### config.mk
export PLATFORM = sky130hd
export DESIGN_NAME = ip_rx_header_check
export DESIGN_NICKNAME = d
export VERILOG_FILES = /design/src/rtl/ip_rx_header_check.sv
export SDC_FILE = /design/constraint.sdc
export NUM_CORES = 1
export LEC_CHECK = 0
export BUFFER_PORTS_ARGS = -buffer_cell sky130_fd_sc_hd__buf_2
export CAP_MARGIN = 30
export CORE_MARGIN = 2
export CORE_UTILIZATION = 35
export DETAILED_ROUTE_END_ITERATION = 7
export PLACE_DENSITY = 0.63
export SYNTH_ARGS = -nofsm -noshare
export SYNTH_HDL_FRONTEND = slang
export SYNTH_SLANG_ARGS = --single-unit
### constraint.sdc
create_clock -name clk -period 6.27 [get_ports clk]
set_clock_uncertainty 0.1 [all_clocks]
set_input_delay 0.627 -clock clk [delete_from_list [all_inputs] [get_ports clk]]
set_output_delay 0.627 -clock clk [all_outputs]
set_load 0.01 [all_outputs]
### src/rtl/ip_rx_header_check.sv
`default_nettype none
// ============================================================================
// Module   : ip_rx_header_check
// Brief    : IPv4 receive header validator; forwards the payload of accepted
//            packets and reports a reason code for rejected ones.
// Revision : 1.0 - initial release
// ============================================================================
module ip_rx_header_check #(
    parameter logic [31:0] LOCAL_IP = 32'hC0A8_0102
) (
    input  logic        clk,
    input  logic        rst,
    input  logic [7:0]  rx_data,
    input  logic        rx_valid,
    input  logic        rx_sof,
    input  logic        rx_last,
    output logic        hdr_ok,
    output logic        hdr_err,
    output logic [2:0]  err_code,
    output logic [31:0] src_ip,
    output logic [7:0]  protocol,
    output logic [15:0] pld_len,
    output logic [7:0]  pld_data,
    output logic        pld_valid,
    output logic        pld_last,
    output logic        pld_err
);
    localparam logic [1:0] c_st_idle    = 2'd0;
    localparam logic [1:0] c_st_hdr     = 2'd1;
    localparam logic [1:0] c_st_payload = 2'd2;
    localparam logic [1:0] c_st_drop    = 2'd3;

    logic [1:0]  r_state;
    logic [5:0]  r_cnt;
    logic [20:0] r_acc;
    logic [7:0]  r_hi;
    logic [3:0]  r_ihl;
    logic [15:0] r_tl;
    logic        r_mf;
    logic [12:0] r_frag_off;
    logic [7:0]  r_proto;
    logic [31:0] r_src;
    logic [31:0] r_dst;
    logic [15:0] r_pcnt;

    logic        w_byte0_bad;
    logic [5:0]  w_last_idx;
    logic        w_hdr_end;
    logic [20:0] w_sum;
    logic [16:0] w_fold1;
    logic [15:0] w_fold2;
    logic        w_csum_ok;
    logic [31:0] w_dst;
    logic [15:0] w_hdr_len;
    logic [15:0] w_pld_len;
    logic [2:0]  w_code;

    assign w_byte0_bad = (rx_data[7:4] != 4'd4) || (rx_data[3:0] < 4'd5);
    assign w_last_idx  = {r_ihl, 2'b00} - 6'd1;
    assign w_hdr_end   = (r_cnt == w_last_idx);

    // The last header byte is always odd, so its word joins the sum here.
    assign w_sum     = r_acc + {5'd0, r_hi, rx_data};
    assign w_fold1   = {1'b0, w_sum[15:0]} + {12'd0, w_sum[20:16]};
    assign w_fold2   = w_fold1[15:0] + {15'd0, w_fold1[16]};
    assign w_csum_ok = (w_fold2 == 16'hFFFF);

    // With IHL 5 the final destination octet arrives on the verdict byte.
    assign w_dst     = (r_cnt == 6'd19) ? {r_dst[23:0], rx_data} : r_dst;
    assign w_hdr_len = {10'd0, r_ihl, 2'b00};
    assign w_pld_len = r_tl - w_hdr_len;

    always_comb begin
        w_code = 3'd0;
        if (!w_csum_ok)
            w_code = 3'd2;
        else if (r_tl < w_hdr_len)
            w_code = 3'd3;
        else if (r_mf || (r_frag_off != 13'd0))
            w_code = 3'd4;
        else if ((w_dst != LOCAL_IP) && (w_dst != 32'hFFFF_FFFF))
            w_code = 3'd5;
    end

    always_ff @(posedge clk) begin
        if (rst) begin
            r_state    <= c_st_idle;
            r_cnt      <= 6'd0;
            r_acc      <= 21'd0;
            r_hi       <= 8'd0;
            r_ihl      <= 4'd0;
            r_tl       <= 16'd0;
            r_mf       <= 1'b0;
            r_frag_off <= 13'd0;
            r_proto    <= 8'd0;
            r_src      <= 32'd0;
            r_dst      <= 32'd0;
            r_pcnt     <= 16'd0;
            hdr_ok     <= 1'b0;
            hdr_err    <= 1'b0;
            err_code   <= 3'd0;
            src_ip     <= 32'd0;
            protocol   <= 8'd0;
            pld_len    <= 16'd0;
            pld_data   <= 8'd0;
            pld_valid  <= 1'b0;
            pld_last   <= 1'b0;
            pld_err    <= 1'b0;
        end else begin
            hdr_ok    <= 1'b0;
            hdr_err   <= 1'b0;
            pld_valid <= 1'b0;
            pld_last  <= 1'b0;
            pld_err   <= 1'b0;
            if (rx_valid && rx_sof) begin
                // A new header abandons an unfinished payload.
                if (r_state == c_st_payload)
                    pld_err <= 1'b1;
                r_acc <= 21'd0;
                r_hi  <= rx_data;
                r_cnt <= 6'd1;
                r_ihl <= rx_data[3:0];
                if (w_byte0_bad) begin
                    hdr_err  <= 1'b1;
                    err_code <= 3'd1;
                    r_state  <= rx_last ? c_st_idle : c_st_drop;
                end else if (rx_last) begin
                    hdr_err  <= 1'b1;
                    err_code <= 3'd6;
                    r_state  <= c_st_idle;
                end else begin
                    r_state <= c_st_hdr;
                end
            end else if (rx_valid) begin
                case (r_state)
                    c_st_hdr: begin
                        r_cnt <= r_cnt + 6'd1;
                        if (r_cnt[0])
                            r_acc <= w_sum;
                        else
                            r_hi <= rx_data;
                        case (r_cnt)
                            6'd2: r_tl[15:8] <= rx_data;
                            6'd3: r_tl[7:0]  <= rx_data;
                            6'd6: begin
                                r_mf              <= rx_data[5];
                                r_frag_off[12:8]  <= rx_data[4:0];
                            end
                            6'd7: r_frag_off[7:0] <= rx_data;
                            6'd9: r_proto <= rx_data;
                            6'd12, 6'd13, 6'd14, 6'd15: r_src <= {r_src[23:0], rx_data};
                            6'd16, 6'd17, 6'd18, 6'd19: r_dst <= {r_dst[23:0], rx_data};
                            default: ;
                        endcase
                        if (w_hdr_end) begin
                            if (w_code != 3'd0) begin
                                hdr_err  <= 1'b1;
                                err_code <= w_code;
                                r_state  <= rx_last ? c_st_idle : c_st_drop;
                            end else begin
                                hdr_ok   <= 1'b1;
                                err_code <= 3'd0;
                                src_ip   <= r_src;
                                protocol <= r_proto;
                                pld_len  <= w_pld_len;
                                r_pcnt   <= 16'd0;
                                if (rx_last)
                                    r_state <= c_st_idle;
                                else if (w_pld_len == 16'd0)
                                    r_state <= c_st_drop;
                                else
                                    r_state <= c_st_payload;
                            end
                        end else if (rx_last) begin
                            hdr_err  <= 1'b1;
                            err_code <= 3'd6;
                            r_state  <= c_st_idle;
                        end
                    end
                    c_st_payload: begin
                        pld_data  <= rx_data;
                        pld_valid <= 1'b1;
                        r_pcnt    <= r_pcnt + 16'd1;
                        if (r_pcnt == pld_len - 16'd1) begin
                            pld_last <= 1'b1;
                            r_state  <= rx_last ? c_st_idle : c_st_drop;
                        end else if (rx_last) begin
                            pld_last <= 1'b1;
                            pld_err  <= 1'b1;
                            r_state  <= c_st_idle;
                        end
                    end
                    c_st_drop: begin
                        if (rx_last)
                            r_state <= c_st_idle;
                    end
                    default: ;
                endcase
            end
        end
    end
endmodule
`default_nettype wire
==> results of run 1 <==
[per-layer routing]
layer	vias up	track usage (%)	wire length [um]
met5	-	0	0
met4	0	5.617	889
met3	55	3.021	1607
met2	254	27.95	14830
met1	4983	23.31	14740
li1	5182	-	-
[flip-flops by register name, summed over array words and instances, names as in the netlist, 13 cells and up]
name        cells
pld_len        16
r_acc          21
r_dst          32
r_frag_off     13
r_pcnt         16
r_src          32
r_tl           16
src_ip         32
[power groups by stage]
| stage | clock network [mW] | registers [mW] | logic, mW |
|---|---|---|---|
| 6_report | 1.57 | 1.48 | 0.190 |
| 5_1_grt | 1.66 | 1.48 | 0.208 |
| 4_1_cts | 1.60 | 1.48 | 0.183 |
| 3_5_place_dp | 0 | 1.51 | 0.182 |
| 3_3_place_gp | 0 | 1.51 | 0.179 |
| 2_1_floorplan | 0 | 1.51 | 0.120 |
[path summary, 6_finish.rpt]
| kind | startpoint | endpoint | slack (ns) | depth (start not counted) |
|---|---|---|---|---|
| min reg2reg | r_dst[30]$_SDFFE_PP0P_ | r_dst[30]$_SDFFE_PP0P_ | 0.36 | 2 |
| max | r_acc[3]$_SDFFE_PP0P_ | src_ip[24]$_SDFFE_PP0P_ | 0.26 | 30 |
| max reg2reg | r_acc[3]$_SDFFE_PP0P_ | src_ip[24]$_SDFFE_PP0P_ | 0.26 | 30 |
| min | rx_valid | r_state[1]$_SDFFE_PP0P_ | 0.30 | 2 |
[cell type report]
cell class	instances	area share, %
Tap cell	442	3.863
Clock inverter	10	1.040
Timing Repair Buffer	183	9.054
Clock buffer	35	5.191
Inverter	23	0.6030
Sequential cell	231	32.31
Multi-Input combinational cell	1079	47.94
[critical path: cells and delay by family (launching register included)]
family	cells	cell delay [ns]
mux	1	0.16
fa+ha+maj	5	1.19
xor+xnor	2	0.30
simple gates	11	1.73
flops	1	0.39
buf+inv	3	0.52
compound gates	8	1.45
[stage by stage]
step                      TNS [ns]  instances  area (um^2)  util, %  hold WS (ns)
after floorplan                  0       1421        11700        -        0.3357
after global placement      -5.630       1936        12930    39.54        0.3425
after detailed placement    -17.35       1940        12980    39.70        0.3490
after CTS                        0       1985        13870    42.43        0.2796
after global routing        -3.811       2003        14320    43.78        0.3148
final                            0       2003        14320    43.78        0.2986
[what timing repair did]
action                     CTS  global route
buffers inserted             0            15
gates resized for setup      0            52
setup endpoints to repair    0            77
[kinds of logic (layout without fill, tap and decap cells)]
logic type | Yosys count | after routing | synth area share [%]
buffers and inverters | 111 | 251 | 3.870
AO/OA/AOI/OAI | 256 | 256 | 13.45
multiplexers | 115 | 115 | 9.847
adder cells (fa/ha/maj) | 37 | 37 | 4.148
AND/OR/NAND/NOR | 601 | 601 | 23.93
XOR/XNOR | 70 | 70 | 5.239
flip-flops | 231 | 231 | 39.52
[layout by cell type (no fill, tap or decap), types with 6 or more instances in the layout]
master	count
a211oi_1	11
a21o_1	16
a21oi_1	137
a21oi_2	8
and2_1	13
and3_1	8
buf_2	83
buf_4	85
buf_6	6
clkbuf_16	28
clkbuf_8	8
dfxtp_1	230
ha_1	25
inv_1	23
mux2i_1	113
nand2_1	217
nand2b_1	11
nand3_1	25
nand3b_1	15
nand4_1	22
nor2_1	174
nor3_1	29
nor4_1	25
o21ai_0	27
or3_1	11
or3b_1	14
xnor2_1	38
xor2_1	30
==> summary.md, run 1 <==
| Metric | Value |
|---|---|
| Outcome | `finished clean` |
| Sequential share of power | `45.7%` |
| CTS Hold Bufs | `0` |
| Hold WC Path Type | `in2reg` |
| Crit end category | `flop` |
| Vias in the first global route | `9775` |
| Maximum VDD drop | `0.1842 mV` |
| Combined global-route utilization of all metal layers | `17.27%` |
| Initial Util | `35.79%` |
| Die H | `186.9 um` |
| Port Buffers | `84` |
| Pins Over Slew Limit | `0` |
| Synth cell count leaders | `dfxtp_1 (231), nand2_1 (217), nor2_1 (175)` |
| Largest net degree at the start of global routing | `127` |
| First-pass GRT wire length | `50.56 mm` |
| DR pass1 iterations | `5` |
| Number of diodes | `0` |
| Cell taking the most area after synthesis | `dfxtp_1` |
| Internal | `2.495 mW` |
| CP peak stage delay | `0.39 ns` |
| Fmax | `0.1665 GHz` |
| Residual DRC | `0` |
| Net Sw Power | `0.7486 mW` |
| Top Ports | `85` |
| Remaining Overflow, GRT | `0` |
| TritonCTS clock tree | `yes` |
| WP data arrival | `6.28 ns` |
| Switching Fraction | `23.08%` |
| Post-DP HPWL | `21.89 mm` |
| Register Area | `0.004626 mm^2` |
| Post-synthesis net count | `1471` |
| Antenna violations before repair | `0` |
| Crit path kind | `reg2reg` |
| Post-DR vias/cell | `5.229` |
| Synth Warn # | `0` |
| Row cnt | `66` |
| Max Fanout on Critical Path | `9` |
| Clock Latency Late Sink | `0.53 ns` |
| Number of synthesized flops with an enable pin | `0` |
| Crit start category | `flop` |
| Synthesized area | `0.01170 mm^2` |
| # fillers | `3262` |
| Worst-path clk slew | `0.06 ns` |
| FF+latch count, synth | `231` |
| Synth cell types | `70` |
| Total CTS buffers | `25` |
| Final worst-path setup slack | `0.2633 ns` |
| Min cycle time layout | `6.007 ns` |
| Clock root cell | `clkbuf_16` |
| Core Region | `0.03270 mm^2` |
| Most frequent cell after synthesis | `dfxtp_1` |
| Largest cells by area after synthesis | `dfxtp_1 (40%), mux2i_1 (9.8%), nand2_1 (7.0%)` |
| P&R area growth vs syn | `22.33%` |
| Post-layout nets | `1593` |
| Max Buffers Root-to-Sink | `3` |
| Die area | `0.03491 mm^2` |
| GPL Wtd Cong | `0.8638` |
| Main synth FF type | `dfxtp_1` |
| H-Tree Depth | `1` |
| Slew @ Worst Pin | `0.9314 ns` |
| Drt first-iter violations | `720` |
| Wirelength per Cell | `16.01 um` |
| CP required | `6.55 ns` |
| Die width | `186.9 um` |
| Final hold vios | `0` |
| Multi-input logic area | `0.006863 mm^2` |
| Via Count | `10470` |
| Seq/Total Area, Yosys | `39.52%` |
| Leakage Power | `6.165 nW` |
| Final setup violation count | `0` |
| CP max-delay cell | `dfxtp_1` |
| Synth top area share | `39.52%` |
| Cells after Synth | `1421` |
| Layout cell share with drive strength beyond 1 | `18.07%` |
| Tot Pwr | `3.244 mW` |
| Worst slew margin | `37.91%` |
| Syn avg cell area | `8.235 um^2` |
| Post-synth ARST share | `0%` |
| Max_cap viols | `0` |
| Drt total wl | `32.07 mm` |
| Crit share post-route | `95.80%` |
| Clock power frac | `48.5%` |
| Clk sinks | `231` |
| Logic pwr share | `5.8%` |
| Routed Antenna Nets | `0` |
| Place WS | `-0.3147 ns` |
| P per Cell Area | `226.6 mW/mm^2` |
Power figures use the tool's default switching activity.
==> inputs of run 2 (changes only) <==
--- a/config.mk
+++ b/config.mk
@@ -9,6 +9,7 @@
 export CAP_MARGIN = 30
 export CORE_MARGIN = 2
 export CORE_UTILIZATION = 35
+export CTS_BUF_LIST = sky130_fd_sc_hd__clkbuf_8
 export DETAILED_ROUTE_END_ITERATION = 7
 export PLACE_DENSITY = 0.63
 export SYNTH_ARGS = -nofsm -noshare
==> summary.md, run 2 (synthesis gave the netlist of run 1 again) <==
| Metric | Value |
|---|---|
| Outcome | `finished clean` |
| Min cycle time layout | `6.052 ns` |
| Crit path kind | `reg2reg` |
| Largest net degree at the start of global routing | `127` |
| H-Tree Depth | `2` |
| Post-DP HPWL | `21.89 mm` |
| Worst-path clk slew | `0.07 ns` |
| Vias in the first global route | `9908` |
| Routed Antenna Nets | `0` |
| Met3 Resource Use GR | `3.640%` |
| Multi-input logic area | `0.006819 mm^2` |
| Remaining Overflow, GRT | `0` |
| WP data arrival | `6.37 ns` |
| GPL Wtd Cong | `0.8638` |
| Met1 GRT Util | `23.30%` |
| Crit start category | `flop` |
| Clock Latency Late Sink | `0.56 ns` |
| Fmax | `0.1652 GHz` |
| Crit end category | `flop` |
| P per Cell Area | `217.2 mW/mm^2` |
| Crit path from | `r_acc[3]$_SDFFE_PP0P_` |
| CP max-delay cell | `o211ai_1` |
| Top Ports | `85` |
| Clock root cell | `clkbuf_8` |
| Die width | `186.9 um` |
| Core Region | `0.03270 mm^2` |
| Worst hold margin | `0.2737 ns` |
| Final setup violation count | `0` |
| Drt first-iter violations | `674` |
| GRT busiest layer | `met2` |
| Wirelength per Cell | `15.99 um` |
| # fillers | `3302` |
| Antenna violations before repair | `0` |
| Final hold vios | `0` |
| Most common cell after layout, fill and taps aside | `dfxtp_1` |
| Residual DRC | `0` |
| Crit share post-route | `96.53%` |
| CP peak stage delay | `0.34 ns` |
| Hold WC Path Type | `in2reg` |
| Post-DR vias/cell | `5.228` |
| Max Buffers Root-to-Sink | `3` |
| Initial Util | `35.79%` |
| Max Fanout on Critical Path | `8` |
| Row cnt | `66` |
| Combined global-route utilization of all metal layers | `17.53%` |
| Maximum VDD drop | `0.1605 mV` |
| Die H | `186.9 um` |
| TritonCTS clock tree | `yes` |
| Leakage Power | `6.126 nW` |
| CP required | `6.59 ns` |
| Max_cap viols | `0` |
| DR pass1 iterations | `5` |
| Number of diodes | `0` |
| Final worst-path setup slack | `0.2175 ns` |
| Drt total wl | `32.27 mm` |
| Layout cell share with drive strength beyond 1 | `17.96%` |
| Register Area | `0.004626 mm^2` |
| Clk sinks | `231` |
| Pins Over Slew Limit | `0` |
| Port Buffers | `84` |
| Die area | `0.03491 mm^2` |
| Reg-to-Reg End | `pld_len[13]$_SDFFE_PP0P_` |
| Most frequent cells in the layout | `dfxtp_1 (230), nand2_1 (217), nor2_1 (174), a21oi_1 (137), mux2i_1 (113)` |
| Via Count | `10550` |
| Worst R2R Path Depth | `29` |
| Total CTS buffers | `41` |
| Reg2Reg Launch Point | `r_acc[3]$_SDFFE_PP0P_` |
| Met2 Use GR | `27.95%` |
| Core Util, Final | `43.07%` |
| P&R area growth vs syn | `20.36%` |
| Worst setup path endpoint | `pld_len[13]$_SDFFE_PP0P_` |
| Tot Pwr | `3.059 mW` |
| Slew @ Worst Pin | `0.9397 ns` |
| First-pass GRT wire length | `50.89 mm` |
| Top Registers | `r_dst: 32 flops, r_src: 32 flops, src_ip: 32 flops` |
| R2R Setup Slk | `0.22 ns` |
| Post-layout nets | `1600` |
| Place WS | `-0.3147 ns` |
| Worst slew margin | `37.35%` |
-- run 2: changes by cell type in the layout (fill, tap and decap cells not counted), sizes merged --
cell | previous run | this run
buf | 180 | 172
bufinv | 3 | 0
clkbuf | 38 | 54
clkinv | 4 | 1
clkinvlp | 2 | 1
inv | 24 | 38
-- run 2: how the worst min path moves through the flow --
stage                                        start                       end  slack [ns]  cells past startpoint
after floorplan             r_src[24]$_SDFFE_PP0P_    r_src[24]$_SDFFE_PP0P_        0.34                      2
after global placement    pld_data[2]$_SDFFE_PP0P_  pld_data[2]$_SDFFE_PP0P_        0.34                      2
after detailed placement  pld_data[6]$_SDFFE_PP0P_  pld_data[6]$_SDFFE_PP0P_        0.35                      2
after CTS                                 rx_valid   r_state[1]$_SDFFE_PP0P_        0.24                      2
after global routing                      rx_valid   r_state[1]$_SDFFE_PP0P_        0.28                      2
final                                     rx_valid   r_state[1]$_SDFFE_PP0P_        0.27                      2
-- run 2: worst max-delay path, delay by kind of cell (launching register included) --
kind            cells  cell delay, ns
simple gates       12            1.91
flops               1            0.32
fa+ha+maj           3            0.84
mux                 2            0.52
buf+inv             2            0.44
xor+xnor            1            0.14
compound gates      9            1.61
-- run 2: repair_timing --
action / 4_1_cts / 5_1_grt
buffers inserted: 0 / 5
hold buffers: 0 / 0
endpoints found under the setup margin: 0 / 77
gates resized for setup: 0 / 38
hold endpoints to repair: 0 / 0
-- run 2: metal layers --
metal	wire [um]	vias to the layer above
li1	-	5188
met1	14670	5009
met2	14670	283
met3	2002	71
met4	922	0
met5	0	-
-- run 2: power breakdown --
| group | total, mW | switching, mW | leakage [nW] | internal (mW) |
|---|---|---|---|---|
| Sequential | 1.48 | 0.00698 | 1.86 | 1.48 |
| Clock | 1.39 | 0.639 | 0.458 | 0.749 |
| Combinational | 0.189 | 0.122 | 3.81 | 0.0668 |
-- run 2: cell type report --
class / instances / share of cell area [%]
clock buffer: 52 / 5.081
clock inverter: 17 / 0.6485
inverter: 23 / 0.6130
multi-input combinational: 1079 / 48.41
sequential: 231 / 32.84
tap: 442 / 3.926
timing repair buffer: 174 / 8.475
-- run 2: stage by stage --
| step | setup TNS [ns] | instances | instance area [um^2] |
|---|---|---|---|
| global placement | -5.630 | 1936 | 12930 |
| detailed placement | -17.35 | 1940 | 12980 |
| finish | 0 | 2018 | 14080 |
| global route | -4.300 | 2018 | 14080 |
| CTS | 0 | 2009 | 13790 |
| floorplan | 0 | 1421 | 11700 |
